### src/rtl/rp_sd_arb_pkg.sv
// Shared types and constants for the RPxx -> SD-card arbiter slice.
//   sdarbState_t : arbiter sequencer states
//   sdop*        : SD operation codes carried on sdOP
//   *_DEF        : default geometry used by the interface and the top
package rp_sd_pkg;

  localparam int unsigned NUM_DRV_DEF = 8;
  localparam int unsigned OP_W_DEF    = 3;
  localparam int unsigned LSA_W_DEF   = 21;

  localparam logic [OP_W_DEF-1:0] sdopNOP   = 3'd0;
  localparam logic [OP_W_DEF-1:0] sdopRD    = 3'd1;
  localparam logic [OP_W_DEF-1:0] sdopWR    = 3'd2;
  localparam logic [OP_W_DEF-1:0] sdopWRCHK = 3'd3;

  typedef enum logic [2:0] {
    IDLE  = 3'd0,
    GRANT = 3'd1,
    BUSY  = 3'd2,
    ACK   = 3'd3,
    DRAIN = 3'd4
  } sdarbState_t;

endpackage

### src/rtl/rp_sd_arb_if.sv
// Drive-array / SD-controller signal bundle for rp_sd_arb.
//   master : arbiter view (consumes drive requests and sdDONE, drives SD request/ACKs)
//   slave  : environment view (drive models + SD controller)
//   drvREQ/drvOP/drvLSA : per-drive request level, op, sector address (packed per drive)
//   drvACK              : one-hot completion pulse back to the drives
//   sdREQ/sdOP/sdLSA    : latched request to the SD controller
//   sdDONE              : SD op-complete pulse
//   sdSCAN/sdBUSY/sdTMO : granted unit, grant outstanding, sticky watchdog timeout
interface rp_sd_arb_if
  import rp_sd_pkg::*;
#(
  parameter int unsigned NUM_DRV = NUM_DRV_DEF,
  parameter int unsigned OP_W    = OP_W_DEF,
  parameter int unsigned LSA_W   = LSA_W_DEF
);

  localparam int unsigned SEL_W = $clog2(NUM_DRV);

  logic [NUM_DRV-1:0]       drvREQ;
  logic [NUM_DRV*OP_W-1:0]  drvOP;
  logic [NUM_DRV*LSA_W-1:0] drvLSA;
  logic [NUM_DRV-1:0]       drvACK;
  logic                     sdREQ;
  logic [OP_W-1:0]          sdOP;
  logic [LSA_W-1:0]         sdLSA;
  logic                     sdDONE;
  logic [SEL_W-1:0]         sdSCAN;
  logic                     sdBUSY;
  logic                     sdTMO;

  modport master (
    input  drvREQ, drvOP, drvLSA, sdDONE,
    output drvACK, sdREQ, sdOP, sdLSA, sdSCAN, sdBUSY, sdTMO
  );

  modport slave (
    output drvREQ, drvOP, drvLSA, sdDONE,
    input  drvACK, sdREQ, sdOP, sdLSA, sdSCAN, sdBUSY, sdTMO
  );

endinterface

### src/rtl/rp_sd_arb_rr_pick.sv
// Rotating-priority picker: first set bit of req scanning last+1, last+2, ...
// modulo NUM_DRV (NUM_DRV must be a power of 2, >= 2).
//   req    : request vector
//   last   : most recently served drive (lowest priority)
//   winner : selected drive, valid only when valid=1
//   valid  : any request present
module rp_rr_pick #(
  parameter  int unsigned NUM_DRV = 8,
  localparam int unsigned SEL_W   = $clog2(NUM_DRV)
) (
  input  logic [NUM_DRV-1:0] req,
  input  logic [SEL_W-1:0]   last,
  output logic [SEL_W-1:0]   winner,
  output logic               valid
);

  // Walk from the lowest priority back to the highest so the closest requester wins;
  // SEL_W-bit addition wraps naturally because NUM_DRV is a power of 2.
  always_comb begin
    winner = '0;
    valid  = |req;
    for (int i = NUM_DRV; i >= 1; i--) begin
      if (req[last + SEL_W'(i)]) winner = last + SEL_W'(i);
    end
  end

endmodule

### src/rtl/rp_sd_arb.sv
// Round-robin arbiter/sequencer sharing one SD-card controller among NUM_DRV drives.
// Latches the winner's op/LSA, holds sdREQ for the whole sector op, pulses the
// winner's drvACK for one clock, then waits for that drive to drop its request.
//   clk   : system clock
//   rst   : asynchronous reset, active-low
//   clr   : synchronous controller clear (mbINIT), active-high
//   bus   : rp_sd_arb_if.master (drive requests, SD request/done, status)
// Optional build macro RP_SDARB_WDOG_EN adds a BUSY watchdog (parameter WDOG_CYC)
// that force-completes a stuck op and sets sticky sdTMO; otherwise sdTMO is 0.
module rp_sd_arb
  import rp_sd_pkg::*;
#(
  parameter int unsigned NUM_DRV  = NUM_DRV_DEF,
  parameter int unsigned OP_W     = OP_W_DEF,
  parameter int unsigned LSA_W    = LSA_W_DEF
`ifdef RP_SDARB_WDOG_EN
  , parameter int unsigned WDOG_CYC = 2**24
`endif
) (
  input  logic             clk,
  input  logic             rst,
  input  logic             clr,
  rp_sd_arb_if.master      bus
);

  localparam int unsigned SEL_W = $clog2(NUM_DRV);

  sdarbState_t        state_q, state_d;
  logic [NUM_DRV-1:0] drv_ack_q, drv_ack_d;
  logic               sd_req_q, sd_req_d;
  logic [OP_W-1:0]    sd_op_q, sd_op_d;
  logic [LSA_W-1:0]   sd_lsa_q, sd_lsa_d;
  logic [SEL_W-1:0]   sd_scan_q, sd_scan_d;
  logic [SEL_W-1:0]   last_q, last_d;
  logic               sd_busy_q, sd_busy_d;
  logic               sd_tmo_q, sd_tmo_d;

  logic [SEL_W-1:0]   pick_idx;
  logic               pick_vld;
  logic               wdog_exp_c;

  // Unpacked per-drive views of the packed op/LSA buses
  logic [OP_W-1:0]    drv_op_arr  [NUM_DRV];
  logic [LSA_W-1:0]   drv_lsa_arr [NUM_DRV];

  for (genvar g = 0; g < NUM_DRV; g++) begin : g_unpack
    assign drv_op_arr[g]  = bus.drvOP[g*OP_W +: OP_W];
    assign drv_lsa_arr[g] = bus.drvLSA[g*LSA_W +: LSA_W];
  end

  rp_rr_pick #(
    .NUM_DRV (NUM_DRV)
  ) u_pick (
    .req    (bus.drvREQ),
    .last   (last_q),
    .winner (pick_idx),
    .valid  (pick_vld)
  );

`ifdef RP_SDARB_WDOG_EN
  localparam int unsigned WDOG_W = $clog2(WDOG_CYC + 1);

  logic [WDOG_W-1:0] wdog_q, wdog_d;

  // Counts BUSY cycles; cleared on BUSY entry, saturates at the limit
  always_comb begin
    wdog_d = wdog_q;
    if (state_q == GRANT) begin
      wdog_d = '0;
    end else if ((state_q == BUSY) && (wdog_q != WDOG_W'(WDOG_CYC))) begin
      wdog_d = wdog_q + 1'b1;
    end
  end

  always_ff @(posedge clk or negedge rst) begin
    if (!rst) wdog_q <= '0;
    else      wdog_q <= wdog_d;
  end

  // Expires on the WDOG_CYC-th BUSY cycle
  assign wdog_exp_c = (state_q == BUSY) && (wdog_q == WDOG_W'(WDOG_CYC - 1));
`else
  assign wdog_exp_c = 1'b0;
`endif

  // Sequencer next-state and registered outputs
  always_comb begin
    state_d   = state_q;
    drv_ack_d = '0;
    sd_req_d  = sd_req_q;
    sd_op_d   = sd_op_q;
    sd_lsa_d  = sd_lsa_q;
    sd_scan_d = sd_scan_q;
    last_d    = last_q;
    sd_tmo_d  = sd_tmo_q;

    case (state_q)
      IDLE: begin
        if (pick_vld) begin
          sd_scan_d = pick_idx;
          sd_op_d   = drv_op_arr[pick_idx];
          sd_lsa_d  = drv_lsa_arr[pick_idx];
          state_d   = GRANT;
        end
      end
      GRANT: begin
        sd_req_d = 1'b1;
        state_d  = BUSY;
      end
      BUSY: begin
        // A real sdDONE takes precedence over a coincident watchdog expiry
        if (bus.sdDONE || wdog_exp_c) begin
          sd_req_d  = 1'b0;
          drv_ack_d = NUM_DRV'(1) << sd_scan_q;
          last_d    = sd_scan_q;
          state_d   = ACK;
          if (!bus.sdDONE) sd_tmo_d = 1'b1;
        end
      end
      ACK: begin
        state_d = DRAIN;
      end
      DRAIN: begin
        // Hold off re-arbitration until the served drive finishes its 4-phase handshake
        if (!bus.drvREQ[sd_scan_q]) state_d = IDLE;
      end
      default: begin
        state_d = IDLE;
      end
    endcase

    // Clear aborts any op without ACK; round-robin pointer survives
    if (clr) begin
      state_d   = IDLE;
      sd_req_d  = 1'b0;
      drv_ack_d = '0;
      last_d    = last_q;
      sd_tmo_d  = 1'b0;
    end

    sd_busy_d = (state_d != IDLE);
  end

  // State and output registers
  always_ff @(posedge clk or negedge rst) begin
    if (!rst) begin
      state_q   <= IDLE;
      drv_ack_q <= '0;
      sd_req_q  <= 1'b0;
      sd_op_q   <= '0;
      sd_lsa_q  <= '0;
      sd_scan_q <= '0;
      last_q    <= SEL_W'(NUM_DRV - 1);
      sd_busy_q <= 1'b0;
      sd_tmo_q  <= 1'b0;
    end else begin
      state_q   <= state_d;
      drv_ack_q <= drv_ack_d;
      sd_req_q  <= sd_req_d;
      sd_op_q   <= sd_op_d;
      sd_lsa_q  <= sd_lsa_d;
      sd_scan_q <= sd_scan_d;
      last_q    <= last_d;
      sd_busy_q <= sd_busy_d;
      sd_tmo_q  <= sd_tmo_d;
    end
  end

  assign bus.drvACK = drv_ack_q;
  assign bus.sdREQ  = sd_req_q;
  assign bus.sdOP   = sd_op_q;
  assign bus.sdLSA  = sd_lsa_q;
  assign bus.sdSCAN = sd_scan_q;
  assign bus.sdBUSY = sd_busy_q;
  assign bus.sdTMO  = sd_tmo_q;

endmodule
### src/flat_wrapper.sv
// flat-port wrapper written by rule: the top's interface ports become plain ports
module rp_sd_arb_flat import rp_sd_pkg::*;
#(
  parameter int unsigned NUM_DRV  = NUM_DRV_DEF,
  parameter int unsigned OP_W     = OP_W_DEF,
  parameter int unsigned LSA_W    = LSA_W_DEF

)
  (clk, rst, clr, bus_drvREQ, bus_drvOP, bus_drvLSA, bus_sdDONE, bus_drvACK, bus_sdREQ, bus_sdOP, bus_sdLSA, bus_sdSCAN, bus_sdBUSY, bus_sdTMO);
  rp_sd_arb_if #(.NUM_DRV(NUM_DRV), .OP_W(OP_W), .LSA_W(LSA_W)) bus_i ();
  input  logic clk;
  input  logic rst;
  input  logic clr;
  input wire logic [$bits(bus_i.drvREQ)-1:0] bus_drvREQ;
  input wire logic [$bits(bus_i.drvOP)-1:0] bus_drvOP;
  input wire logic [$bits(bus_i.drvLSA)-1:0] bus_drvLSA;
  input wire logic [$bits(bus_i.sdDONE)-1:0] bus_sdDONE;
  output wire logic [$bits(bus_i.drvACK)-1:0] bus_drvACK;
  output wire logic [$bits(bus_i.sdREQ)-1:0] bus_sdREQ;
  output wire logic [$bits(bus_i.sdOP)-1:0] bus_sdOP;
  output wire logic [$bits(bus_i.sdLSA)-1:0] bus_sdLSA;
  output wire logic [$bits(bus_i.sdSCAN)-1:0] bus_sdSCAN;
  output wire logic [$bits(bus_i.sdBUSY)-1:0] bus_sdBUSY;
  output wire logic [$bits(bus_i.sdTMO)-1:0] bus_sdTMO;
  assign bus_i.drvREQ = bus_drvREQ;
  assign bus_i.drvOP = bus_drvOP;
  assign bus_i.drvLSA = bus_drvLSA;
  assign bus_i.sdDONE = bus_sdDONE;
  assign bus_drvACK = bus_i.drvACK;
  assign bus_sdREQ = bus_i.sdREQ;
  assign bus_sdOP = bus_i.sdOP;
  assign bus_sdLSA = bus_i.sdLSA;
  assign bus_sdSCAN = bus_i.sdSCAN;
  assign bus_sdBUSY = bus_i.sdBUSY;
  assign bus_sdTMO = bus_i.sdTMO;
  rp_sd_arb #(.NUM_DRV(NUM_DRV), .OP_W(OP_W), .LSA_W(LSA_W)) u_core (.clk(clk), .rst(rst), .clr(clr), .bus(bus_i));
endmodule
### config.mk
export PLATFORM = sky130hd
export DESIGN_NAME = rp_sd_arb_flat
export DESIGN_NICKNAME = d
export VERILOG_FILES = /design/src/rtl/rp_sd_arb_pkg.sv /design/src/rtl/rp_sd_arb_if.sv /design/src/rtl/rp_sd_arb_rr_pick.sv /design/src/rtl/rp_sd_arb.sv /design/src/flat_wrapper.sv
export SDC_FILE = /design/constraint.sdc
export NUM_CORES = 1
export LEC_CHECK = 0
export CORE_ASPECT_RATIO = 1.75
export CORE_MARGIN = 2
export CORE_UTILIZATION = 37
export CTS_BUF_LIST = sky130_fd_sc_hd__clkbuf_4
export DETAILED_ROUTE_END_ITERATION = 16
export HOLD_SLACK_MARGIN = 0.15
export PLACE_DENSITY = 0.79
export SLEW_MARGIN = 20
export SYNTH_ARGS = -nofsm -noshare
export SYNTH_HDL_FRONTEND = slang
export SYNTH_SLANG_ARGS = --single-unit
### constraint.sdc
create_clock -name clk -period 3.85 [get_ports clk]
set_input_delay 0.385 -clock clk [delete_from_list [all_inputs] [get_ports clk]]
set_output_delay 0.385 -clock clk [all_outputs]
set_load 0.1 [all_outputs]
# Word-level counts from Yosys, hierarchy flattened
# Cells that the tools add are included.
# op_classes
bitwise_logic,2
shifts,1
n_reduce_logical,7
add_sub_neg,7
n_eq_ne,5
order_cmp,10
n_mux,43
# op_table
operator,count
binary-select mux 21 bit (select 3 bit),1
2-to-1 mux 21 bit,2
2-to-1 mux 3 bit,14
less-than comparator 3 x 4 -> 1 bit (second input constant),9
binary-select mux 1 bit (select 3 bit),9
2-to-1 mux 8 bit,3
case mux 3 bit (5 select lines),1
adder 3 bit (second input constant),4
2-to-1 mux 1 bit,11
binary-select mux 3 bit (select 3 bit),1
OR reduction 8 bit,1
left shift 1 x 3 -> 8 bit (first input constant),1
adder 3 x 2 -> 3 bit (second input constant),2
== test 3 x 2 -> 1 bit (second input constant),2
nonzero test 3 bit,2
greater-or-equal comparator 4 bit (second input constant),1
NOT 3 -> 4 bit,1
AND reduction 2 bit,2
adder 3 x 1 -> 3 bit (second input constant),1
== test 3 x 1 -> 1 bit (second input constant),1
== test 3 bit (second input constant),1
logical NOT 3 bit,1
!= test 3 bit (second input constant),1
AND reduction 3 bit,1
other kinds (2),2
# totals
out_inout_bits,38
ff_bits,43
inputBits,204
word_cells,83

# Longest topological paths before layout
# Gate-level depths: netlist (run 1).
# logic_depth
ltp_word,14
mapped_depth,16
ltp_nobuf,10

# Modules after synthesis
# Synthesis (run 1) repeated with hierarchy kept, for this count alone.
# hier_totals
hier_cells,411
area_unflattened_um2,4052.6
# modules_own_cells
module,cells_per_inst,seq_area_each_um2,n_inst,area_each_um2
rp_sd_arb,312,1079.8,1,3231.8
rp_rr_pick,99,0.0,1,820.8

# Least setup slack after synthesis (run 1)
# Ideal clock, no wire load.
# synth_timing
path_type,register to register
startpoint,register u_core.last_q[0]
endpoint,"register u_core.sd_lsa_q[0], in the netlist u_core.bus.sdLSA[0]"
setup_ps,141
n_path_buf,6
path_slack_ps,-373
synth_period_minus_slack_ps,4223
stages_incl_launch_ff,17
required_ps,3709
arrival_time_ps,4081
path_cell_list,dfstp_2 > buf_2 > clkbuf_1 > inv_1 > ha_1 > clkbuf_1 > mux4_2 > mux2i_1 > or4b_4 > a211o_1 > clkbuf_1 > buf_6 > buf_2 > nand3_1 > o211ai_1 > nand3_1 > a31oi_1
# synth_between
elab_chain_cells,14
word_cells_on_any_way,35
classes_between,add/sub: 7; mux: 27; bitwise: 1
# synth_lines
item,line,text
start: declaration,rp_sd_arb.sv:34,"logic [SEL_W-1:0] last_q, last_d;"
start signal: assignment,rp_sd_arb.sv:153,last_q <= SEL_W'(NUM_DRV - 1);
start signal: assignment,rp_sd_arb.sv:163,last_q <= last_d;
adder 3 bit or binary-select mux 1 bit (select 3 bit) (tied branches),rp_sd_arb_rr_pick.sv:23,if (req[last + SEL_W'(i)]) winner = last + SEL_W'(i);
binary-select mux 1 bit (select 3 bit) or 2-to-1 mux 1 bit (tied branches),rp_sd_arb_rr_pick.sv:23,
2-to-1 mux 1 bit (not written as such) or 2-to-1 mux 3 bit (tied branches),rp_sd_arb_rr_pick.sv:23,
2-to-1 mux 3 bit (6 in a row),rp_sd_arb_rr_pick.sv:23,
2-to-1 mux 3 bit (*),rp_sd_arb_rr_pick.sv:23,
NOT 3 -> 4 bit (not written as such) (*),rp_sd_arb.sv:102,sd_lsa_d = drv_lsa_arr[pick_idx];
binary-select mux 21 bit (select 3 bit) (*),rp_sd_arb.sv:102,
2-to-1 mux 21 bit (not written as such) (*) (2 in a row),rp_sd_arb.sv:102,
end signal: assignment,rp_sd_arb.sv:161,sd_lsa_q <= sd_lsa_d;
end: declaration,rp_sd_arb.sv:32,"logic [LSA_W-1:0] sd_lsa_q, sd_lsa_d;"
# Every way passes the cells marked *; elsewhere a longest branch is shown, timed or not. The select of a mux whose other input is x is not followed.
# A chain may end at the register's enable or synchronous reset.

# Final worst setup path (run 1)
# layout_timing
startpoint,register u_core.last_q[0]
endpoint,"register u_core.sd_lsa_q[7], in the netlist u_core.bus.sdLSA[7]"
# The elaborated chain is that of the path after synthesis.

==> results of run 1 <==
==> synth_stat cells, drive strengths merged (8+ instances only) <==
library cell / count
nand4: 48
dfrtp: 40
nor2: 39
mux2: 8
inv: 8
clkbuf: 62
buf: 23
nand2: 20
a31oi: 26
o211ai: 49
nand3: 146
mux4: 10
o21ai: 103
==> flip-flops by register name (all words and copies together) (netlist names) <==
name and cells:
u_core.bus.sdLSA 21, u_core.bus.drvACK 8, u_core.bus.sdOP 3, u_core.bus.sdSCAN 3, u_core.last_q 3, u_core.state_q 3
u_core.bus.sdBUSY 1, u_core.bus.sdREQ 1
==> metal layers <==
metal	GRT usage [%]	part of all wire (%)	up-vias
li1	-	-	2892
met1	34.5	36	2870
met2	52.4	52	325
met3	4.01	7.2	61
met4	14.3	4.2	2
met5	0	0.064	-
==> per-stage QoR <==
step | area (um2) | util [%] | worst slack (ps) | hold slack, ps | instances
after floorplan | 4620 | - | 7.03 | 89.4 | 651
after global placement | 7240 | 58.9 | 166 | 279 | 1006
after detailed placement | 7240 | 58.9 | 139 | 289 | 1006
after CTS | 7310 | 59.5 | 168 | 377 | 1015
after global routing | 7310 | 59.5 | 30.1 | 431 | 1015
final | 7310 | 59.5 | 167 | 405 | 1015
==> kinds of logic after synthesis <==
| kind of cell | Yosys count | synth area share (%) |
|---|---|---|
| and+or+nand+nor | 277 | 30.6 |
| other | 1 | 0.0814 |
| DFF | 43 | 23.4 |
| xor gates and xnor gates | 3 | 0.570 |
| AOI/OAI and AO/OA | 208 | 28.3 |
| buffers and inverters | 93 | 8.41 |
| muxes | 24 | 8.14 |
| adders and majority gates | 2 | 0.543 |
==> worst max-delay path by stage <==
| stage | start | to | depth (start not counted) |
|---|---|---|---|
| after floorplan | u_core.last_q[0] | u_core.bus.sdLSA[0] | 16 |
| after CTS | u_core.last_q[0] | u_core.bus.sdLSA[7] | 10 |
| after global routing | u_core.last_q[0] | u_core.bus.sdLSA[13] | 10 |
| final | u_core.last_q[0] | u_core.bus.sdLSA[7] | 10 |
| after detailed placement | bus_drvREQ[7] | u_core.bus.sdLSA[7] | 10 |
| after global placement | bus_drvREQ[3] | u_core.bus.sdLSA[7] | 10 |
==> placed cells by master, fill, tap and decap left out, types with 3 or more instances in the layout <==
cell type | netlist | layout
sky130_fd_sc_hd__a21oi_1 | 5 | 5
sky130_fd_sc_hd__clkbuf_4 | 0 | 5
sky130_fd_sc_hd__mux2_2 | 7 | 7
sky130_fd_sc_hd__mux4_2 | 10 | 10
sky130_fd_sc_hd__a32oi_1 | 3 | 3
sky130_fd_sc_hd__clkdlybuf4s50_1 | 0 | 239
sky130_fd_sc_hd__nor3_1 | 7 | 7
sky130_fd_sc_hd__o211ai_1 | 48 | 48
sky130_fd_sc_hd__o21ai_0 | 62 | 62
sky130_fd_sc_hd__nand2b_1 | 4 | 4
sky130_fd_sc_hd__nand3_1 | 146 | 146
sky130_fd_sc_hd__o21ai_1 | 41 | 40
sky130_fd_sc_hd__dfstp_2 | 3 | 3
sky130_fd_sc_hd__dfrtp_1 | 40 | 40
sky130_fd_sc_hd__buf_12 | 0 | 7
sky130_fd_sc_hd__nand2_1 | 20 | 20
sky130_fd_sc_hd__a211oi_1 | 3 | 3
sky130_fd_sc_hd__buf_4 | 6 | 25
sky130_fd_sc_hd__nor2_1 | 39 | 39
sky130_fd_sc_hd__nand4_1 | 48 | 48
sky130_fd_sc_hd__inv_1 | 8 | 8
sky130_fd_sc_hd__mux2i_1 | 6 | 5
sky130_fd_sc_hd__a31oi_1 | 26 | 26
==> worst reg2reg max path, delay by kind of cell, from the launching register on <==
kind,cells,cell delay (ps)
flops,1,560
compound gates,2,560
simple gates,4,930
buf+inv,2,510
mux,2,990
==> final cells by class <==
cell class / count / area share, %
Inverter: 8 / 0.411
Sequential cell: 43 / 14.8
Clock buffer: 5 / 0.513
Tap cell: 168 / 2.88
Multi-Input combinational cell: 515 / 43.7
Timing Repair Buffer: 273 / 37.4
Clock inverter: 3 / 0.325
==> run summary, run 1 <==
outcome -> completed
number of fill cells -> 1192
final-stage net count -> 1052
drt wl/cell -> 20.0 um
worst min-delay path class -> input port to async pin
kind of start point of the critical path -> flip-flop
kind of cell adding the most delay to the critical path -> multiplexers
longest individual stage delay on the worst path -> 630 ps
Fmax -> 0.272 GHz
final max-slew violation count -> 0
DIE HEIGHT -> 152 um
worst-path maximum fanout -> 34
total die area -> 13400 um2
TNS Setup -> 0 ps
number of global-route vias before repair -> 5908
buffer depth of the longest clock path -> 2
Seq cells post-synth -> 43
initial antenna violation count -> 1
Clock Sinks -> 43
async set-reset flop share out of synthesis -> 100%
Required @ worst endpoint -> 4110 ps
type of destination of the critical path -> flip-flop
final worst path period need -> 3680 ps
final count of hold timing violations -> 0
overall track demand over capacity in global routing -> 29.7%
Netlist Area Pre-Place -> 4610 um2
transition time at the pin with the least slew margin -> 1050 ps
Sequential cell area -> 1080 um2
synth unique cells -> 56
number of flops mapped to enable cells by yosys -> 0
slew margin rel. -> 30.0%
synth top area cells -> sky130_fd_sc_hd__dfrtp_1 (22%), sky130_fd_sc_hd__nand3_1 (16%), sky130_fd_sc_hd__o211ai_1 (7.8%)
width of the chip -> 88.4 um
Clock H-tree levels -> 2
routability congestion estimate -> 0.884
overall routed net length -> 20.3 mm
clk_skew -> 16.1 ps
final antenna-violating net count -> 0
largest net degree at the start of global routing -> 54
arrival time of the worst setup path -> 3940 ps
clock latency on the worst-skew pair -> 400 ps
initial core utilization -> 37.5%
DRC marker count from the first detailed-route iteration -> 457
clk slew on worst S/H paths -> 160 ps
total global routing overflow -> 0
reg2reg end -> u_core.bus.sdLSA[7]
sequential share of the synthesized area -> 23.4%
cells along the critical path -> buf_4 > mux4_2 > mux2_2 > or4b_4 > a211o_4 > buf_12 > nand3_1 > nand4_1 > nand3_1 > a31oi_1
Slowest cell on crit path -> sky130_fd_sc_hd__mux4_2
cell with the most instances on the worst path -> sky130_fd_sc_hd__nand3_1
number of optimization iterations in the first detailed-route pass -> 5
via-per-instance ratio -> 6.06
global-route wire length before repair -> 30.9 mm
count of boundary I/O pins -> 242
cell type with the highest aggregate area in the netlist -> sky130_fd_sc_hd__dfrtp_1
prevailing post-synth register cell -> sky130_fd_sc_hd__dfrtp_1
post-synth top area share -> 21.7%
number of placement rows -> 54
Maximum Capacitance Violations -> 0
final-report setup violation count -> 0
syn_nets -> 857
Post-Syn Instances -> 651
Placeable Area -> 12300 um2
hpwl dp -> 15.2 mm
count of buffers from port buffering -> 240
path type of the worst setup path -> flip-flop to flip-flop
count of unresolved DRC violations after routing -> 0
mean cell area of the mapped netlist -> 7.08 um2
final period utilization -> 95.7%
antenna diode count -> 0
number of cells traversed by the worst register-to-register path -> 10
DR vias -> 6150
ratio of cells with drive above 1 in the final layout -> 8.50%
clock buffers created by TritonCTS -> 5
worst setup slack for register-to-register paths -> 170 ps
unrepaired setup endpoints after global routing -> no
CTS Root Buffer Type -> sky130_fd_sc_hd__clkbuf_4
area of the multi-input gates -> 3190 um2
number of gates given a new drive strength after cts -> 0
clock tree from TritonCTS -> yes
number of buffers added for setup after CTS -> 0
# hold bufs at CTS -> 1
area overhead of the layout relative to synthesis -> 58.6%
Yosys Warn Count -> 0
buffers plus inverters on the worst setup path -> 2
reg-to-reg startpoint -> u_core.last_q[0]
Power of run 1 is left out: the tool's default activity adds up to more than one toggle a clock period on the data nets, which glitch-free logic cannot reach.
==> run 2, diff against run 1 <==
--- a/config.mk
+++ b/config.mk
@@ -10,7 +10,6 @@
 export CORE_UTILIZATION = 37
 export CTS_BUF_LIST = sky130_fd_sc_hd__clkbuf_4
 export DETAILED_ROUTE_END_ITERATION = 16
-export HOLD_SLACK_MARGIN = 0.15
 export PLACE_DENSITY = 0.79
 export SLEW_MARGIN = 20
 export SYNTH_ARGS = -nofsm -noshare
==> results of run 2 <==
No change in the layout: final DEF, timing and power equal those of run 1.
Power of run 2 is left out for the same reason.
==> run 3, diff against run 2 <==
--- a/config.mk
+++ b/config.mk
@@ -5,6 +5,7 @@
 export SDC_FILE = /design/constraint.sdc
 export NUM_CORES = 1
 export LEC_CHECK = 0
+export CAP_MARGIN = 20
 export CORE_ASPECT_RATIO = 1.75
 export CORE_MARGIN = 2
 export CORE_UTILIZATION = 37
==> results of run 3 <==
No change in the layout: final DEF, timing and power equal those of run 1.
Power of run 3 is left out for the same reason.
==> edit (config.mk and constraints of run 3) <==
Encoding of `sdarbState_t`: now one-hot (5 bits for 5 states).
--- a/src/rtl/rp_sd_arb_pkg.sv
+++ b/src/rtl/rp_sd_arb_pkg.sv
@@ -13,12 +13,12 @@
   localparam logic [OP_W_DEF-1:0] sdopWR    = 3'd2;
   localparam logic [OP_W_DEF-1:0] sdopWRCHK = 3'd3;
 
-  typedef enum logic [2:0] {
-    IDLE  = 3'd0,
-    GRANT = 3'd1,
-    BUSY  = 3'd2,
-    ACK   = 3'd3,
-    DRAIN = 3'd4
+  typedef enum logic [4:0] {
+    IDLE  = 5'b00001,
+    GRANT = 5'b00010,
+    BUSY  = 5'b00100,
+    ACK   = 5'b01000,
+    DRAIN = 5'b10000
   } sdarbState_t;
 
 endpackage
Behaviour: same outputs for any inputs over 10 cycles, from zero or initial values and one cycle with rst low; not proved beyond that.
==> edit against run 3 <==
  * Wire length grew 29%
  * Via count up 23%
  * Setup slack got worse by 0.13 ns
  * Synthesized area is 21% higher
  * Clock skew up 0.019 ns
  * Final area up 22%
  * Sequential cell count increased by 2
  * Critical path depth is 2 higher
  * Non-clock buffer count rose by 39
  * Highest routed layer unchanged
==> edit: results (changes against run 3) <==
Timing
  • Min Clock Period, post-route: 3.82 ns (was 3.68 ns)
  • Worst-margin pin slew: 1.05 ns (about the same)
  • Hold Slack: 0.331 ns (was 0.405 ns)
  • Clk_skew: 0.0354 ns (was 0.0161 ns)

Layout
  • Share of cells above drive strength 1: 0.157 (was 0.0850)
  • Fill count: 1358 (was 1192)
  • Total Nets Final: 1180 (was 1052)

Worst setup path
  • CP max stage delay: 0.64 ns
  • Slowest CP cell: dfstp_2 (was mux4_2)
  • Flop2flop setup slack: 0.03 ns (was 0.17 ns)
  • Cell family with most CP delay: simple AND/OR/NAND/NOR gates (was multiplexers)
  • Worst R2R Path Depth: 12 (was 10)
  • CP Buf/Inv Count: 3 (was 2)
  • Worst Path Arrival: 4.10 ns (was 3.94 ns)
  • Largest fanout on the critical path: 10 (was 34)

Synth
  • Synth Warn #: 0 (unchanged)
  • Syn Nets: 940 (was 857)
  • Synth cell types: 69 (was 56)
  • Ys async rst share: 1.00 (unchanged)
  • Post-synthesis sequential area ratio: 0.203 (was 0.234)
  • Synth Flop Type: dfrtp_1 (unchanged)
  • Synth top area cells: dfrtp_1, mux4_2, o22ai_1, nand2_1, nor2_1 (was dfrtp_1, nand3_1, o211ai_1, o21ai_0, nand4_1)
  • Synth Instances: 734 (was 651)
  • Commonest cells post-synth: nand2_1, nor2_1, clkbuf_1 (was nand3_1, clkbuf_1, o21ai_0)

CTS
  • Clk slew on worst S/H paths: 0.20 ns (was 0.16 ns)
  • Worst-Skew Late Latency: 0.42 ns (was 0.40 ns)
  • Clk buf depth: 2 (unchanged)
  • Num CTS Buffers: 5 (unchanged)
  • H-tree depth: 2 (unchanged)

Place
  • Place WS: 0.00588 ns (was 0.139 ns)
  • Total placed instance area: 8530 µm² (was 7240 µm²)
  • RD Place Congestion: 0.978 (was 0.884)
  • DP Cell Count: 1136 (was 1006)
  • Port bufs: 240 (unchanged)
  • HPWL after DPL: 19200 µm (was 15200 µm)

Detailed routing
  • DRT Pass-1 Iters: 5 (unchanged)
  • Routed Wire Length: 26200 µm (was 20300 µm)
  • Vias: 7557 (was 6150)
  • Wire per inst: 22.6 µm (was 20.0 µm)
  • Drt initial violations: 641 (was 457)

Power
  • Pleak: 0.00341 µW

Run status
  • Outcome: completed (unchanged)

Global route
  • Initial antenna violation count: 3 (was 1)
  • Pin count of the biggest net entering global routing: 70 (was 54)
  • First-pass GRT wire length: 39300 µm (was 30900 µm)
  • GRT Overall Usage: 0.301 (was 0.297)
  • Vias in the first global route: 7168 (was 5908)
==> edit: routing by layer <==
metal / GRT usage / vias to the layer above / part of all wire
li1: - / 3417 / -
met1: 0.361 / 3609 / 0.37
met2: 0.521 / 451 / 0.50
met3: 0.0396 / 78 / 0.073
met4: 0.157 / 2 / 0.055
met5: 0 / - / 0.00050
==> edit: worst paths after layout <==
path                                     startpoint             endpoint
worst min register to register  u_core.bus.sdLSA[1]  u_core.bus.sdLSA[1]
worst min-delay path                            rst  u_core.bus.sdLSA[0]
max in group asynchronous                       rst    u_core.state_q[4]
worst max register to register     u_core.last_q[0]  u_core.bus.sdLSA[9]
min in group clk                                clr     u_core.bus.sdREQ
worst max-delay path               u_core.last_q[0]  u_core.bus.sdLSA[9]
==> edit: logic make-up (layout without fill, tap and decap cells) <==
family	Yosys count	in the layout	synth area share
compound gates	267	268	0.357
mux	36	36	0.0983
xor+xnor	5	5	0.00787
other cells	1	3	0.000674
fa+ha+maj	2	2	0.00450
flops	45	45	0.203
simple gates	290	290	0.258
buf+inv	88	328	0.0702
==> edit: where the power goes <==
part / leakage, µW / switching, µW / internal (µW)
logic: 0.00281 / 5060 / 3050
clock network: 0.0000318 / 208 / 74.9
registers: 0.000566 / 164 / 682
==> edit: area by class of cell <==
cell class                 instances  area [µm²]  area share
sequential                        45        1130       0.127
tap                              183         229      0.0257
timing repair buffer             312        3130       0.352
antenna                            2        5.00    0.000562
multi-input combinational        602        4300       0.483
clock buffer                       5        37.5     0.00422
clock inverter                     3        25.0     0.00281
inverter                           8        42.5     0.00478
==> edit: what timing repair did <==
item                       CTS  global route
hold buffers                 1             0
pin swaps                    0             9
setup endpoints to repair    5            22
resized for setup            2            23
gates cloned                 0             3
setup buffers                0            10
hold endpoints to repair     4             0
